## config.mk

```make
export PLATFORM = sky130hd
export DESIGN_NAME = l1c_mem_arbiter
export DESIGN_NICKNAME = d
export VERILOG_FILES = /design/src/rtl/l1c_mem_arbiter_pkg.sv /design/src/rtl/l1c_mem_arbiter_rr_pick2.sv /design/src/rtl/l1c_mem_arbiter.sv
export SDC_FILE = /design/constraint.sdc
export NUM_CORES = 1
export LEC_CHECK = 0
export ABC_CLOCK_PERIOD_IN_PS = 1800
export BUFFER_PORTS_ARGS = -buffer_cell sky130_fd_sc_hd__buf_2
export CORE_AREA = 3 3 119 121
export DETAILED_ROUTE_END_ITERATION = 6
export DIE_AREA = 0 0 122 124
export GPL_ROUTABILITY_DRIVEN = 1
export MAX_ROUTING_LAYER = met4
export PLACE_DENSITY = 0.55
export SLEW_MARGIN = 5
export SYNTH_ARGS = -nofsm -noshare
export SYNTH_HDL_FRONTEND = slang
export SYNTH_SLANG_ARGS = --single-unit
```

## constraint.sdc

```tcl
create_clock -name clk -period 1.8 [get_ports clk]
set_clock_uncertainty 0.05 [all_clocks]
set_input_delay 0.36 -clock clk [delete_from_list [all_inputs] [get_ports clk]]
set_output_delay 0.36 -clock clk [all_outputs]
set_load 0.02 [all_outputs]
```

## src/rtl/l1c_mem_arbiter_pkg.sv

```systemverilog
// ---------------------------------------------------------------------------
// l1c_mem_arbiter_pkg
// Shared L1 cache definitions: access-size encodings, the number of words in
// a cache line refill, and the small enums used by the shared memory-port
// arbiter (who owns the port, and whether a transaction is in flight).
// ---------------------------------------------------------------------------
package l1c_mem_arbiter_pkg;

  // Access size carried alongside every cache/memory request.
  localparam int CACHE_TYPE_BITS = 2;
  localparam logic [CACHE_TYPE_BITS-1:0] CACHE_TYPE_BYTE  = 2'b00;
  localparam logic [CACHE_TYPE_BITS-1:0] CACHE_TYPE_HWORD = 2'b01;
  localparam logic [CACHE_TYPE_BITS-1:0] CACHE_TYPE_WORD  = 2'b10;

  // A 128-bit line is refilled as four 32-bit words.
  localparam int L1C_BEATS = 4;

  // Which cache currently owns (or last owned) the memory port.
  typedef enum logic {
    OWN_IC = 1'b0,
    OWN_DC = 1'b1
  } owner_t;

  // Arbiter state: waiting for requests, or running a locked transaction.
  typedef enum logic {
    ARB_IDLE  = 1'b0,
    ARB_GRANT = 1'b1
  } arb_state_t;

endpackage

```

## src/rtl/l1c_mem_arbiter_rr_pick2.sv

```systemverilog
// ---------------------------------------------------------------------------
// rr_pick2
// Combinational two-way round-robin pick. When both requesters are active
// the one that did not win last time is selected; a lone requester always
// wins.
//
// Ports:
//   req0, req1 : request lines of requester 0 and 1
//   last       : 1 = requester 1 won the previous arbitration, 0 = requester 0
//   valid      : at least one request is present
//   sel        : chosen requester (0 or 1); meaningful only when valid=1
// ---------------------------------------------------------------------------
module rr_pick2 (
  input  logic req0,
  input  logic req1,
  input  logic last,
  output logic valid,
  output logic sel
);

  // On a tie, hand the grant to whoever did not have it last; otherwise the
  // only active requester wins.
  always_comb begin
    valid = req0 | req1;
    sel   = 1'b0;
    if (req0 && req1) begin
      sel = ~last;
    end else if (req1) begin
      sel = 1'b1;
    end
  end

endmodule

```

## src/rtl/l1c_mem_arbiter.sv

```systemverilog
// ---------------------------------------------------------------------------
// l1c_mem_arbiter
// Shares the single downstream memory port between the instruction and data
// L1 caches. One cache owns the port for a whole transaction (a BEATS-word
// line refill or a single-word write-through). Ties are broken round-robin.
// Refill beat addresses are generated here, and mem_wait/mem_out are routed
// back to the owner only, so each cache keeps its own word-counting logic.
//
// Ports:
//   clk, rst                      : clock, synchronous active-high reset
//   ic_req/dc_req                 : cache wants the port (held until done)
//   ic_addr/dc_addr               : byte address of the access
//   ic_write/dc_write             : 1 = single-word write, 0 = line refill
//   ic_in/dc_in                   : write data
//   ic_type/dc_type               : access size
//   ic_out/dc_out                 : read data (zero for the non-owner)
//   ic_wait/dc_wait               : 0 only when a beat of that cache completes
//   mem_req, mem_addr, mem_write,
//   mem_in, mem_type              : downstream request of the current beat
//   mem_out, mem_wait             : downstream read data / beat-not-done
// ---------------------------------------------------------------------------
module l1c_mem_arbiter
  import l1c_mem_arbiter_pkg::*;
#(
  parameter int BEATS = L1C_BEATS
) (
  input  logic                       clk,
  input  logic                       rst,

  input  logic                       ic_req,
  input  logic [31:0]                ic_addr,
  input  logic                       ic_write,
  input  logic [31:0]                ic_in,
  input  logic [CACHE_TYPE_BITS-1:0] ic_type,
  output logic [31:0]                ic_out,
  output logic                       ic_wait,

  input  logic                       dc_req,
  input  logic [31:0]                dc_addr,
  input  logic                       dc_write,
  input  logic [31:0]                dc_in,
  input  logic [CACHE_TYPE_BITS-1:0] dc_type,
  output logic [31:0]                dc_out,
  output logic                       dc_wait,

  output logic                       mem_req,
  output logic [31:0]                mem_addr,
  output logic                       mem_write,
  output logic [31:0]                mem_in,
  output logic [CACHE_TYPE_BITS-1:0] mem_type,
  input  logic [31:0]                mem_out,
  input  logic                       mem_wait
);

  localparam int BEAT_BITS = $clog2(BEATS);
  localparam logic [BEAT_BITS-1:0] LAST_BEAT = BEAT_BITS'(BEATS - 1);

  arb_state_t                 state;
  owner_t                     owner;
  owner_t                     last_owner;
  logic [BEAT_BITS-1:0]       beat_cnt;
  logic                       write_q;

  logic                       pick_valid;
  logic                       pick_sel;

  logic                       active;
  logic [31:0]                own_addr;
  logic [31:0]                own_in;
  logic [CACHE_TYPE_BITS-1:0] own_type;

  rr_pick2 u_pick (
    .req0  (ic_req),
    .req1  (dc_req),
    .last  (last_owner == OWN_DC),
    .valid (pick_valid),
    .sel   (pick_sel)
  );

  // Arbitration FSM. In IDLE the round-robin pick latches an owner and its
  // direction; in GRANT every completed beat either advances the refill word
  // counter or ends the transaction. The owner's req is not consulted while
  // granted, so a cache dropping req early still gets its full burst. The
  // forced return to IDLE after every transaction is the arbitration bubble.
  always_ff @(posedge clk) begin
    if (rst) begin
      state      <= ARB_IDLE;
      owner      <= OWN_IC;
      last_owner <= OWN_IC;
      beat_cnt   <= '0;
      write_q    <= 1'b0;
    end else begin
      case (state)
        ARB_IDLE: begin
          if (pick_valid) begin
            owner    <= owner_t'(pick_sel);
            write_q  <= pick_sel ? dc_write : ic_write;
            beat_cnt <= '0;
            state    <= ARB_GRANT;
          end
        end
        ARB_GRANT: begin
          if (!mem_wait) begin
            if (write_q || (beat_cnt == LAST_BEAT)) begin
              last_owner <= owner;
              beat_cnt   <= '0;
              state      <= ARB_IDLE;
            end else begin
              beat_cnt <= beat_cnt + BEAT_BITS'(1);
            end
          end
        end
        default: state <= ARB_IDLE;
      endcase
    end
  end

  // Memory-side outputs and the per-cache responses. Everything is forced to
  // its idle value while reset is asserted so a burst interrupted by reset
  // disappears from the port immediately. Refill beats are line aligned:
  // the low address bits are replaced by the word counter so a burst always
  // starts at word 0 whatever offset the cache presented.
  always_comb begin
    active   = (state == ARB_GRANT) && !rst;
    own_addr = (owner == OWN_DC) ? dc_addr : ic_addr;
    own_in   = (owner == OWN_DC) ? dc_in   : ic_in;
    own_type = (owner == OWN_DC) ? dc_type : ic_type;

    mem_req   = 1'b0;
    mem_addr  = '0;
    mem_write = 1'b0;
    mem_in    = '0;
    mem_type  = '0;
    ic_wait   = 1'b1;
    dc_wait   = 1'b1;
    ic_out    = '0;
    dc_out    = '0;

    if (active) begin
      mem_req   = 1'b1;
      mem_write = write_q;
      mem_in    = own_in;
      mem_type  = own_type;
      if (write_q) begin
        mem_addr = own_addr;
      end else begin
        mem_addr = {own_addr[31:BEAT_BITS+2], beat_cnt, 2'b00};
      end
      if (owner == OWN_DC) begin
        dc_wait = mem_wait;
        dc_out  = mem_out;
      end else begin
        ic_wait = mem_wait;
        ic_out  = mem_out;
      end
    end
  end

endmodule

```

==> impl_metrics.py <==
metrics = {
    "status": {
        "run_status": "finished with violations",
        "failed_checks": "negative setup slack",
    },
    "timing": {
        "fin_crit_ns": 1.82,
        "finalMaxSlewViolations": 0,
        "hold_viol_final": 0,
        "whs_ns": 0.344,
        "finalWorstSetupSlack_ns": -0.0176,
        "worstMarginPinSlew_ns": 0.309,
        "grt_setup_unrepaired": "true",
        "finalCritPeriodShare_pct": 101,
        "setup_viol_count_final": 4,
        "fmax_mhz": 550,
        "slew_headroom_pct": 79.4,
    },
    "critical_path": {
        "critical_path_required_ns": 1.39,
        "critical_path.startpoint": "owner$_SDFFE_PP0P_",
        "path_class": "reg2out",
        "cp.arrival_ns": 1.41,
        "start_kind": "flip-flop",
        "critPathCaptureType": "output port",
        "reg2reg_from": "beat_cnt[0]$_SDFFE_PP0P_",
        "cp_max_fo": 43,
    },
    "placed_design": {
        "dpl_cell_area_mm2": 0.00351,
        "dp.cells": 725,
        "dp_hpwl_mm": 7.18,
        "io_buffer_count": 304,
        "place.gp.congestion": 0.793,
    },
    "global_route": {
        "grt_first_pass_wirelength_mm": 11.7,
        "grt_pass1_vias": 2510,
        "grt_usage_pct": 9.54,
        "antenna_found_initial": 0,
        "grt_max_degree": 65,
        "gr-total-overflow": 0,
    },
    "logic_synthesis": {
        "synth_top_area_share_pct": 35.3,
        "synth_cell_types": 29,
        "synth-async-reset-ratio_pct": 0,
        "synth_seq_area_share_pct": 6.42,
        "synth_warnings": 0,
        "netlist_area_mm2": 0.00187,
        "ys_seq_elements": 6,
        "synth_edf_count": 0,
        "avgSynthCellArea_um2": 7.20,
        "dominantRegCellSynth": "dfxtp_1",
        "synth_area_leaders": "mux2i_1 35%, nor2_1 14%, and2_1 11%",
        "syn_nets": 432,
        "syn_inst": 260,
        "synth_top_area_cell": "mux2i_1",
    },
    "finish": {
        "stdcell_area_mm2": 0.00402,
        "final_util_pct": 30.4,
        "area_delta_synth_final_pct": 115,
        "diodes": 0,
        "final_nets": 735,
        "layout.cells.non_filler": 738,
        "drive_above_1_share_pct": 61.9,
    },
    "floorplanning": {
        "start_util_pct": 14.2,
        "core-area_mm2": 0.0132,
        "fp.dieW_um": 122,
        "dieArea_mm2": 0.0151,
        "rows": 42,
        "dieHeight_um": 124,
        "ios": 305,
    },
    "routing": {
        "avgViaCountPerCell": 4.02,
        "first_pass_iters": 4,
        "wire_per_inst_um": 13.1,
        "drtIter0Drc": 110,
        "totalWireLength_mm": 9.65,
        "final_antenna_net_count": 0,
        "drc": 0,
        "vias": 2967,
    },
    "clocking": {
        "clock_latency_ns": 0.23,
        "clockBufferDepth": 2,
        "cts_num_sinks": 6,
        "cts_made_buffers": 3,
        "clk_pin_slew_ns": 0.04,
        "tritoncts": "built",
        "h-tree-depth": 1,
        "postCtsHoldBufs": 0,
        "cts-root-buf": "clkbuf_16",
    },
    "power_and_ir_drop": {
        "peakVddDrop_uv": 363,
        "p_leak_nw": 2.34,
        "p_total_w": 0.00148,
        "p_per_area_mw_per_mm2": 369,
    },
    "flow_run": {
        "maxCapViolations": 0,
    },
    "worst_hold_path": {
        "min_from": "ic_write",
        "min_path_type": "in2reg",
    },
}
-- metal layers --
metal | GRT usage, % | routed length (um) | up-vias
met5 | - | 0 | -
met4 | 0.980 | 38 | 0
met3 | 0.954 | 848 | 6
met2 | 18.2 | 5240 | 163
met1 | 11.2 | 3520 | 1312
li1 | - | - | 1486
-- final timing paths --
path,end,slack (ns),cells past startpoint
max reg2reg,beat_cnt[1]$_SDFFE_PP0P_,0.72,4
max,mem_in[26],-0.02,4
min reg2reg,last_owner$_SDFFE_PP0P_,0.44,2
min,write_q$_SDFFE_PP0P_,0.34,3
-- cells by family after synthesis --
family | share of synthesized area, %
flops | 6.42
fa+ha+maj | 0.668
buf+inv | 12.9
simple gates | 40.0
mux | 35.3
compound gates | 4.75
-- through the flow --
step / worst slack [ns] / setup TNS, ns
after floorplan: 0.139 / 0
after global placement: 0.0723 / 0
after detailed placement: 0.0617 / 0
after CTS: -0.0194 / -0.0710
after global routing: -0.0808 / -1.61
final: -0.0176 / -0.0470
-- layout by cell type (no fill, tap or decap), drive strengths merged, types with 2 or more instances in the layout --
cell type,n
buf,319
nand2b,2
and3,32
clkbuf,8
inv,2
nand3b,2
nand3,3
dfxtp,6
and2,32
mux2i,66
nor2,70
a21oi,3
nand2,4
a211oi,2
-- state kept, by name, summed over array words and instances (netlist names) --
register and cells:
beat_cnt 2, last_owner 1, owner 1, state 1, write_q 1
-- report_power, final --
part           total (W)  switching, W  leakage [nW]  internal (W)
Sequential      0.000157     0.0000155        0.0504      0.000141
Combinational   0.000948      0.000480          2.25      0.000468
Clock           0.000376     0.0000813        0.0382      0.000294
Total            0.00148      0.000576          2.34      0.000904
-- layout make-up --
class,count,area [um2]
clock buffer,4,78.8
tap,176,220
timing repair buffer,323,2010
multi-input combinational,226,1560
sequential,6,128
inverter,3,23.8
fill,1441,9170
-- synth_stat cells, types with 2 or more instances --
cell and n:
a21oi_1 3, nand3b_1 2, dfxtp_1 6, nor2_1 69
mux2i_1 66, clkbuf_1 2, and3_1 32, buf_2 5
nand3_1 3, buf_4 2, and2_1 32, a211oi_1 2
nand2_1 4, buf_6 16, inv_1 2
-- critical path, cell delays in order (launching register included) --
cell and delay (ns):
dfxtp_4 0.40, buf_12 0.21, mux2i_2 0.30, nor2_1 0.06, buf_2 0.16
-- repair_timing --
action	4_1_cts	5_1_grt
endpoints found under the setup margin	63	60
gates cloned	0	4
resized for setup	2	87
pin swaps	1	7
setup buffers	3	2
Note: power is estimated with default switching activity, not from simulation.
